==> src/rtl/ldstr_arb_ctrl_if.sv <==
// rtl/ldstr_arb_ctrl_if.sv - pipeline and memory-side bundle of the shared load/store port
//
// Purpose: groups the fetch requester, the data requester and the memory
// port of ldstr_arb_ctrl into one bundle.
//   slave  modport : the controller side (ldstr_arb_ctrl)
//   master modport : the pipeline / memory side driving requests and acks
// Signals:
//   if_req, if_addr, if_done             fetch requester
//   ls_req, ls_we, ls_addr, ls_wdata,    data requester
//   ls_done
//   rdata, err, busy                     shared status back to the pipeline
//   mem_req, mem_we, mem_addr,           memory request side
//   mem_wdata
//   mem_ack, mem_rdata                   memory response side
interface ldstr_arb_ctrl_if #(
    parameter int n = 32
);
    logic         if_req;
    logic [n-1:0] if_addr;
    logic         if_done;
    logic         ls_req;
    logic         ls_we;
    logic [n-1:0] ls_addr;
    logic [n-1:0] ls_wdata;
    logic         ls_done;
    logic [n-1:0] rdata;
    logic         err;
    logic         busy;
    logic         mem_req;
    logic         mem_we;
    logic [n-1:0] mem_addr;
    logic [n-1:0] mem_wdata;
    logic         mem_ack;
    logic [n-1:0] mem_rdata;

    modport slave (
        input  if_req, if_addr, ls_req, ls_we, ls_addr, ls_wdata,
               mem_ack, mem_rdata,
        output if_done, ls_done, rdata, err, busy,
               mem_req, mem_we, mem_addr, mem_wdata
    );

    modport master (
        output if_req, if_addr, ls_req, ls_we, ls_addr, ls_wdata,
               mem_ack, mem_rdata,
        input  if_done, ls_done, rdata, err, busy,
               mem_req, mem_we, mem_addr, mem_wdata
    );
endinterface

==> src/rtl/ldstr_arb_ctrl.sv <==
// rtl/ldstr_arb_ctrl.sv - fetch/data arbiter and req/ack sequencer for the shared memory port
//
// Purpose: grants the fetch or the data requester (round-robin on a tie),
// loads the winner's address/store data into the address and data
// registers, runs a level req/ack handshake with memory bounded by a
// timeout counter, and returns a one-cycle done (plus err on timeout).
// Ports:
//   clk   rising-edge clock
//   clr   asynchronous active-high reset
//   bus   ldstr_arb_ctrl_if.slave: requesters, status and memory port
module ldstr_arb_ctrl #(
    parameter int n  = 32,
    parameter int TW = 4
) (
    input  logic             clk,
    input  logic             clr,
    ldstr_arb_ctrl_if.slave  bus
);

    typedef enum logic [1:0] {
        IDLE = 2'd0,
        MEM  = 2'd1,
        DONE = 2'd2
    } state_t;

    localparam logic [TW-1:0] LIMIT = {TW{1'b1}};

    // Owner / last-grant encoding: 0 = fetch, 1 = data.
    state_t        state_q,    state_d;
    logic          last_gnt_q, last_gnt_d;
    logic          owner_q,    owner_d;
    logic          we_q,       we_d;
    logic          err_q,      err_d;
    logic [TW-1:0] cnt_q,      cnt_d;
    logic [n-1:0]  addr_q,     addr_d;
    logic [n-1:0]  data_q,     data_d;

    logic gnt_ls;
    logic gnt_if;

    always_ff @(posedge clk or posedge clr) begin
        if (clr) begin
            state_q    <= IDLE;
            last_gnt_q <= 1'b0;
            owner_q    <= 1'b0;
            we_q       <= 1'b0;
            err_q      <= 1'b0;
            cnt_q      <= '0;
            addr_q     <= '0;
            data_q     <= '0;
        end else begin
            state_q    <= state_d;
            last_gnt_q <= last_gnt_d;
            owner_q    <= owner_d;
            we_q       <= we_d;
            err_q      <= err_d;
            cnt_q      <= cnt_d;
            addr_q     <= addr_d;
            data_q     <= data_d;
        end
    end

    // Data wins a tie unless it was the last one served.
    assign gnt_ls = bus.ls_req & (~bus.if_req | ~last_gnt_q);
    assign gnt_if = bus.if_req & ~gnt_ls;

    always_comb begin
        state_d    = state_q;
        last_gnt_d = last_gnt_q;
        owner_d    = owner_q;
        we_d       = we_q;
        err_d      = err_q;
        cnt_d      = cnt_q;
        addr_d     = addr_q;
        data_d     = data_q;

        unique case (state_q)
            IDLE: begin
                if (gnt_ls || gnt_if) begin
                    addr_d     = gnt_ls ? bus.ls_addr : bus.if_addr;
                    // Only a store preloads the data register; loads and
                    // fetches overwrite it from mem_rdata on ack.
                    if (gnt_ls && bus.ls_we) begin
                        data_d = bus.ls_wdata;
                    end
                    we_d       = gnt_ls & bus.ls_we;
                    owner_d    = gnt_ls;
                    last_gnt_d = gnt_ls;
                    cnt_d      = '0;
                    state_d    = MEM;
                end
            end
            MEM: begin
                // Ack has priority over the timeout limit in the same cycle.
                if (bus.mem_ack) begin
                    if (!we_q) begin
                        data_d = bus.mem_rdata;
                    end
                    state_d = DONE;
                end else if (cnt_q == LIMIT - TW'(1)) begin
                    // This idle cycle brings the count to the limit.
                    cnt_d   = LIMIT;
                    err_d   = 1'b1;
                    state_d = DONE;
                end else begin
                    cnt_d = cnt_q + TW'(1);
                end
            end
            DONE: begin
                err_d   = 1'b0;
                state_d = IDLE;
            end
            default: begin
                state_d = IDLE;
            end
        endcase
    end

    // All outputs decode registered state, so clr drops them immediately.
    assign bus.mem_req   = (state_q == MEM);
    assign bus.mem_we    = (state_q == MEM) & we_q;
    assign bus.mem_addr  = addr_q;
    assign bus.mem_wdata = data_q;
    assign bus.rdata     = data_q;
    assign bus.busy      = (state_q == MEM) | (state_q == DONE);
    assign bus.if_done   = (state_q == DONE) & ~owner_q;
    assign bus.ls_done   = (state_q == DONE) & owner_q;
    assign bus.err       = (state_q == DONE) & err_q;

endmodule
==> src/flat_wrapper.sv <==
// flat-port wrapper written by rule: the top's interface ports become plain ports
module ldstr_arb_ctrl_flat 
#(
    parameter int n  = 32,
    parameter int TW = 4
)
  (clk, clr, bus_if_req, bus_if_addr, bus_ls_req, bus_ls_we, bus_ls_addr, bus_ls_wdata, bus_mem_ack, bus_mem_rdata, bus_if_done, bus_ls_done, bus_rdata, bus_err, bus_busy, bus_mem_req, bus_mem_we, bus_mem_addr, bus_mem_wdata);
  ldstr_arb_ctrl_if #(.n(n)) bus_i ();
  input  logic clk;
  input  logic clr;
  input wire logic [$bits(bus_i.if_req)-1:0] bus_if_req;
  input wire logic [$bits(bus_i.if_addr)-1:0] bus_if_addr;
  input wire logic [$bits(bus_i.ls_req)-1:0] bus_ls_req;
  input wire logic [$bits(bus_i.ls_we)-1:0] bus_ls_we;
  input wire logic [$bits(bus_i.ls_addr)-1:0] bus_ls_addr;
  input wire logic [$bits(bus_i.ls_wdata)-1:0] bus_ls_wdata;
  input wire logic [$bits(bus_i.mem_ack)-1:0] bus_mem_ack;
  input wire logic [$bits(bus_i.mem_rdata)-1:0] bus_mem_rdata;
  output wire logic [$bits(bus_i.if_done)-1:0] bus_if_done;
  output wire logic [$bits(bus_i.ls_done)-1:0] bus_ls_done;
  output wire logic [$bits(bus_i.rdata)-1:0] bus_rdata;
  output wire logic [$bits(bus_i.err)-1:0] bus_err;
  output wire logic [$bits(bus_i.busy)-1:0] bus_busy;
  output wire logic [$bits(bus_i.mem_req)-1:0] bus_mem_req;
  output wire logic [$bits(bus_i.mem_we)-1:0] bus_mem_we;
  output wire logic [$bits(bus_i.mem_addr)-1:0] bus_mem_addr;
  output wire logic [$bits(bus_i.mem_wdata)-1:0] bus_mem_wdata;
  assign bus_i.if_req = bus_if_req;
  assign bus_i.if_addr = bus_if_addr;
  assign bus_i.ls_req = bus_ls_req;
  assign bus_i.ls_we = bus_ls_we;
  assign bus_i.ls_addr = bus_ls_addr;
  assign bus_i.ls_wdata = bus_ls_wdata;
  assign bus_i.mem_ack = bus_mem_ack;
  assign bus_i.mem_rdata = bus_mem_rdata;
  assign bus_if_done = bus_i.if_done;
  assign bus_ls_done = bus_i.ls_done;
  assign bus_rdata = bus_i.rdata;
  assign bus_err = bus_i.err;
  assign bus_busy = bus_i.busy;
  assign bus_mem_req = bus_i.mem_req;
  assign bus_mem_we = bus_i.mem_we;
  assign bus_mem_addr = bus_i.mem_addr;
  assign bus_mem_wdata = bus_i.mem_wdata;
  ldstr_arb_ctrl #(.n(n), .TW(TW)) u_core (.clk(clk), .clr(clr), .bus(bus_i));
endmodule
==> config.mk <==
export PLATFORM = sky130hd
export DESIGN_NAME = ldstr_arb_ctrl_flat
export DESIGN_NICKNAME = d
export VERILOG_FILES = /design/src/rtl/ldstr_arb_ctrl_if.sv /design/src/rtl/ldstr_arb_ctrl.sv /design/src/flat_wrapper.sv
export SDC_FILE = /design/constraint.sdc
export NUM_CORES = 1
export LEC_CHECK = 0
export ABC_CLOCK_PERIOD_IN_PS = 2500
export BUFFER_PORTS_ARGS = -buffer_cell sky130_fd_sc_hd__buf_2
export CAP_MARGIN = 40
export CELL_PAD_IN_SITES_DETAIL_PLACEMENT = 2
export CELL_PAD_IN_SITES_GLOBAL_PLACEMENT = 2
export CORE_UTILIZATION = 25
export CTS_BUF_LIST = sky130_fd_sc_hd__clkbuf_16
export DETAILED_ROUTE_END_ITERATION = 8
export PLACE_DENSITY = 0.88
export SETUP_SLACK_MARGIN = 0.3
export SYNTH_ARGS = -nofsm -noshare
export SYNTH_HDL_FRONTEND = slang
export SYNTH_SLANG_ARGS = --single-unit
==> constraint.sdc <==
create_clock -name clk -period 2.5 [get_ports clk]
set_clock_uncertainty 0.15 [all_clocks]
set_input_delay 0 -clock clk [delete_from_list [all_inputs] [get_ports clk]]
set_output_delay 0 -clock clk [all_outputs]
set_load 0.02 [all_outputs]
### Yosys cells after proc, flatten, opt, wreduce, memory -nomap -nowiden

Index checks and enable logic that the tools add are counted.

* register bits after elaboration: 73
* input bits: 134
* output and inout bits: 102
* word-level logic and storage cells: 57

* add/sub/neg operators: 1
* equality and inequality tests: 10
* multiplexer cells: 17
* bitwise operators: 12
* reduce and logical (&&, ||, !) cells: 10

Operator list (number)
* $mux 32: 5
* $pmux 32 s2: 1
* $mux 4: 3
* $pmux 4 s2: 1
* $and 1x1->1: 7
* $mux 2: 3
* $ne 2x1->1 const B: 3
* $ne 2x2->1 const B: 3
* $reduce_and 3->1: 2
* $reduce_and 5->1: 1
* $add 4x1->4 const B: 1
* $eq 4x4->1 const B: 1
* $pmux 2 s2: 1
* $reduce_and 2->1: 2
* $reduce_bool 2->1: 2
* $ne 3x2->1 const B: 1
* $not 1->1: 3
* $eq 2x1->1 const B: 1
* $eq 2x2->1 const B: 1
* $logic_not 2->1: 1
* $mux 1: 2
* $or 1x1->1: 2
* $pmux 1 s2: 1
* $logic_and 1x1->1: 1
* $logic_or 1x1->1: 1

### Logic depth before layout (Yosys ltp)

* depth after elaboration: 8
* gate-level depth with buffers: 8
* depth with buffers taken out: 6

### Worst setup path after synthesis

No wires, ideal clock.

* path kind: reg-to-reg
* from: register u_core.state_q[1]
* to: register u_core.data_q[10] (netlist: u_core.bus.mem_wdata[10])
* arrival: 1.944 ns
* required time: 2.225 ns
* path slack: 0.281 ns
* cell stages (with the launch flop): 7
* clock period less this slack: 2.219 ns
* cell sequence: dfrtp_1 inv_1 ha_1 clkbuf_1 clkbuf_1 mux2_2 mux2_4

* cells in the longest elaborated chain, start to end: 3

RTL lines
* from (decl): line ldstr_arb_ctrl.sv:29 `state_t state_q, state_d;`
* from (signal assigned): line ldstr_arb_ctrl.sv:52 `state_q <= state_d;`
* $eq 2x1->1 (*)
* net bus_mem_req: line flat_wrapper.sv:24 `output wire logic [$bits(bus_i.mem_req)-1:0] bus_mem_req;`
* $ne 2x2->1 (no line) or $reduce_bool 2->1 (tied branches)
* $reduce_and 5->1 (no line)
* to (signal assigned): line ldstr_arb_ctrl.sv:59 `data_q <= data_d;`
* to (decl): line ldstr_arb_ctrl.sv:36 `logic [n-1:0] data_q, data_d;`

Mark *: on every way through the listed nets, which the timed path passes. The rest lies on a longest branch.
A chain may end at the register's enable or synchronous reset.

### Final worst setup path

* from: register u_core.state_q[1]
* to: register u_core.data_q[18] (netlist: u_core.bus.mem_wdata[18])

* cells in the longest elaborated chain, start to end: 3

RTL lines
* $eq 2x1->1 or $logic_not 2->1 (tied branches): line ldstr_arb_ctrl.sv:77 `unique case (state_q)`
* $ne 2x2->1 (no line), or another cell as far along
* $reduce_and 5->1 (no line)

Several ways; a longest one is shown, not always the timed one.

==> summary.txt <==
STA
  – Normalized max-slew margin: 60.7%
  – Final period utilization: 85.9%
  – Hold Vio Cnt, Final: 0
  – Setup violators final: 0
  – Slew @ Worst Pin: 0.589 ns
  – RSZ-0062 raised after global routing: false
  – Final hold slack: 0.0327 ns
  – Period minus WS final: 2.15 ns
  – Max Slew Vio Count: 0
  – Max Freq: 466 MHz
  – Setup TNS: 0 ns

Synth
  – Dominant cell type by area after synthesis: dfrtp_1
  – Synth top area cells: dfrtp_1, mux2_4, mux2_2
  – Syn avg cell area: 11.7 sq um
  – Complex-gate fraction of the synthesized area: 7.95%
  – Top-area cell type share of the netlist area: 45.9%
  – FFs w/ async S/R, synth: 100%
  – YS warnings: 0
  – Synthesized area: 3980 sq um
  – Mapped Cells: 340
  – EDFF count, synth: 0
  – Seq cells post-synth: 73
  – Synthesized Nets: 480
  – Main synth FF type: dfrtp_1
  – Post-Synth Adder-Cell Area: 1.89%
  – Post-synthesis sequential area ratio: 45.9%
  – Post-Synth Simple-Gate Area: 5.91%
  – Multiplexer share of the synthesized area: 29.2%
  – Post-synthesis xor/xnor area fraction: 0%
  – Largest family of logic cells by synthesized area: multiplexers
  – Count of cell types in the netlist: 31
  – Most common cell in the synthesized netlist: dfrtp_1
  – Commonest cells post-synth: dfrtp_1, o21ai_0, mux2_2

Power and ir drop
  – Logic gate share of total power: 58.2%
  – Net Switching: 3.96 mW
  – Clk pwr share: 17.1%
  – Leakage power: 3.49 nW
  – Part of the power in registers: 24.7%
  – Int Power: 5.30 mW
  – Pwr dens: 1310 nW/um^2
  – Switching Fraction: 42.8%
  – VDD IR max: 0.439 mV

Detailed routing
  – Iter 0 DRT Violations: 94
  – First-pass detailed-route iteration total: 6
  – Via-to-Cell Ratio: 4.47
  – Wirelength per Cell: 20.4 microns
  – Vias: 4024
  – Routed Antenna Nets: 0
  – DRC: 0
  – WL final: 18.3 mm

Floorplanning
  – Die height: 128 microns
  – Number of placement rows: 45
  – Die Footprint: 16400 sq um
  – I/O pins: 236
  – Die Wd: 128 microns
  – Starting Density: 25.9%
  – CORE AREA: 15400 sq um

Clocking
  – Clk Latency, worst-skew pair: 0.33 ns
  – Clock transition at path regs: 0.06 ns
  – CTS max path bufs: 2
  – TritonCTS clock tree: yes
  – H-tree depth: 3
  – Cts bufs inserted: 9
  – Root Buffer Master: clkbuf_16
  – Sink Count: 73

Setup path
  – R2r endpoint: u_core.bus.mem_wdata[18]$_DFFE_PP0P_
  – Slowest CP cell: a221o_4
  – Crit Path Category: flop to flop
  – Crit. End Element: flop
  – Crit start category: flop
  – R2R Path Start: u_core.state_q[1]$_DFFE_PP0P_
  – Maximum fanout along the worst path: 8
  – Crit-path max cell delay: 0.43 ns
  – R2R depth: 7
  – CP Buf/Inv Count: 2
  – Required time worst endpoint: 2.56 ns
  – CP top delay family: compound AO/OA/AOI/OAI gates
  – Cell breakdown of the critical path: inv_2, ha_4, nor3b_4, o21bai_4, a221o_4, buf_12, mux2_4
  – Reg2Reg Setup Slack: 0.35 ns
  – Critical Path AT: 2.21 ns

GRT
  – Largest net degree at the start of global routing: 66
  – Initial antenna violation count: 5
  – Tot GR Track Use: 22.8%
  – Global-route wire length before repair: 27.9 mm
  – Grt total ovfl: 0
  – Vias in the first global route: 4740

Placed design
  – Gpl congestion: 0.777
  – Final HPWL DP: 9.88 mm
  – Number of port buffers: 235
  – Dpl cell area: 5210 sq um

Layout
  – Nets@finish: 818
  – Area Growth Syn to Fin: 76.9%
  – Cell area after layout: 7050 sq um
  – Layout cell share with drive strength beyond 1: 49.3%

Hold path
  – WHS Path Cells: 4
  – Hold endpoint: u_core.cnt_q[0]$_DFFE_PP0P_
  – HP Class: primary input to flop
  – Worst Hold Launch: bus_ls_req

Status
  – Outcome: complete, no violations

Run
  – Maxcap violations: 0
[how the worst max path moves through the flow]
stage | slack (ns) | end | cells after the start | start
after global routing | 0.30 | u_core.bus.mem_wdata[27]$_DFFE_PP0P_ | 7 | u_core.state_q[1]$_DFFE_PP0P_
after floorplan | 0.28 | u_core.bus.mem_wdata[10]$_DFFE_PP0P_ | 6 | u_core.state_q[1]$_DFFE_PP0P_
final | 0.35 | u_core.bus.mem_wdata[18]$_DFFE_PP0P_ | 7 | u_core.state_q[1]$_DFFE_PP0P_
after detailed placement | 0.25 | u_core.bus.mem_wdata[30]$_DFFE_PP0P_ | 7 | u_core.state_q[0]$_DFFE_PP0P_
after global placement | 0.40 | u_core.bus.mem_wdata[2]$_DFFE_PP0P_ | 7 | u_core.state_q[0]$_DFFE_PP0P_
after CTS | 0.30 | u_core.bus.mem_wdata[18]$_DFFE_PP0P_ | 7 | u_core.state_q[0]$_DFFE_PP0P_
[tightest hold or removal path, stage by stage]
cell	delay, ns
buf_2	0.17
o21ai_4	0.08
a21oi_1	0.15
a211oi_1	0.07
[metrics by stage]
| step | util [%] | power, mW | std cells | setup WS [ns] |
|---|---|---|---|---|
| 6_report | 45.8 | 9.26 | 900 | 0.353 |
| 3_5_place_dp | 33.9 | 6.90 | 741 | 0.250 |
| 4_1_cts | 45.6 | 9.06 | 893 | 0.301 |
| 5_1_grt | 45.8 | 9.74 | 900 | 0.303 |
| 3_3_place_gp | 33.9 | 6.64 | 741 | 0.402 |
| 2_1_floorplan | - | 5.70 | 340 | 0.281 |
[cells by family after synthesis]
group | Yosys count
multiplexers | 97
AO/OA/AOI/OAI | 55
buffers and inverters | 57
flip-flops | 73
AND/OR/NAND/NOR | 52
adder cells (fa/ha/maj) | 6
[area by class of cell]
type,count,area [sq um]
Sequential cell,73,1830
Fill cell,1596,8320
Clock inverter,7,134
Inverter,5,20.0
Tap cell,211,264
Clock buffer,9,225
Multi-Input combinational cell,210,1860
Antenna cell,6,15.0
Timing Repair Buffer,379,2700
[placed cells by master (no fill, tap or decap), drive strengths merged, types with 5 or more instances in the layout]
cell / synthesis / layout
nand2: 34 / 34
nor2: 6 / 6
ha: 6 / 6
mux2: 65 / 65
dfrtp: 73 / 73
diode: 0 / 6
inv: 5 / 5
dlygate4sd3: 0 / 133
o21ai: 36 / 36
a21oi: 6 / 6
buf: 39 / 246
clkbuf: 13 / 9
mux2i: 32 / 32
[sequential cells by signal, indices dropped and copies added (netlist names)]
signal                cells
u_core.bus.mem_addr      32
u_core.bus.mem_wdata     32
u_core.cnt_q              4
u_core.err_q              1
u_core.last_gnt_q         1
u_core.state_q            2
u_core.we_q               1
[power groups by stage]
stage / Combinational (mW) / Sequential, mW / Clock, mW
floorplan: 2.91 / 2.78 / 0
global placement: 4.45 / 2.19 / 0
detailed placement: 4.66 / 2.24 / 0
CTS: 5.21 / 2.24 / 1.61
global route: 5.71 / 2.36 / 1.67
finish: 5.39 / 2.29 / 1.58
[routing by layer]
layer,share of wire (%),GRT usage [%],vias to the layer above
li1,-,-,1837
met1,39,25.3,1968
met2,53,41.6,195
met3,6.0,5.13,24
met4,1.7,9.55,0
met5,0,0,-
[timing repair]
action	4_1_cts	5_1_grt
gates cloned	3	0
endpoints found under the setup margin	32	29
buffers inserted	0	1
hold buffers	133	0
hold endpoints to repair	102	0
resized for setup	10	2
No activity file was read; power rests on OpenSTA's default activity.
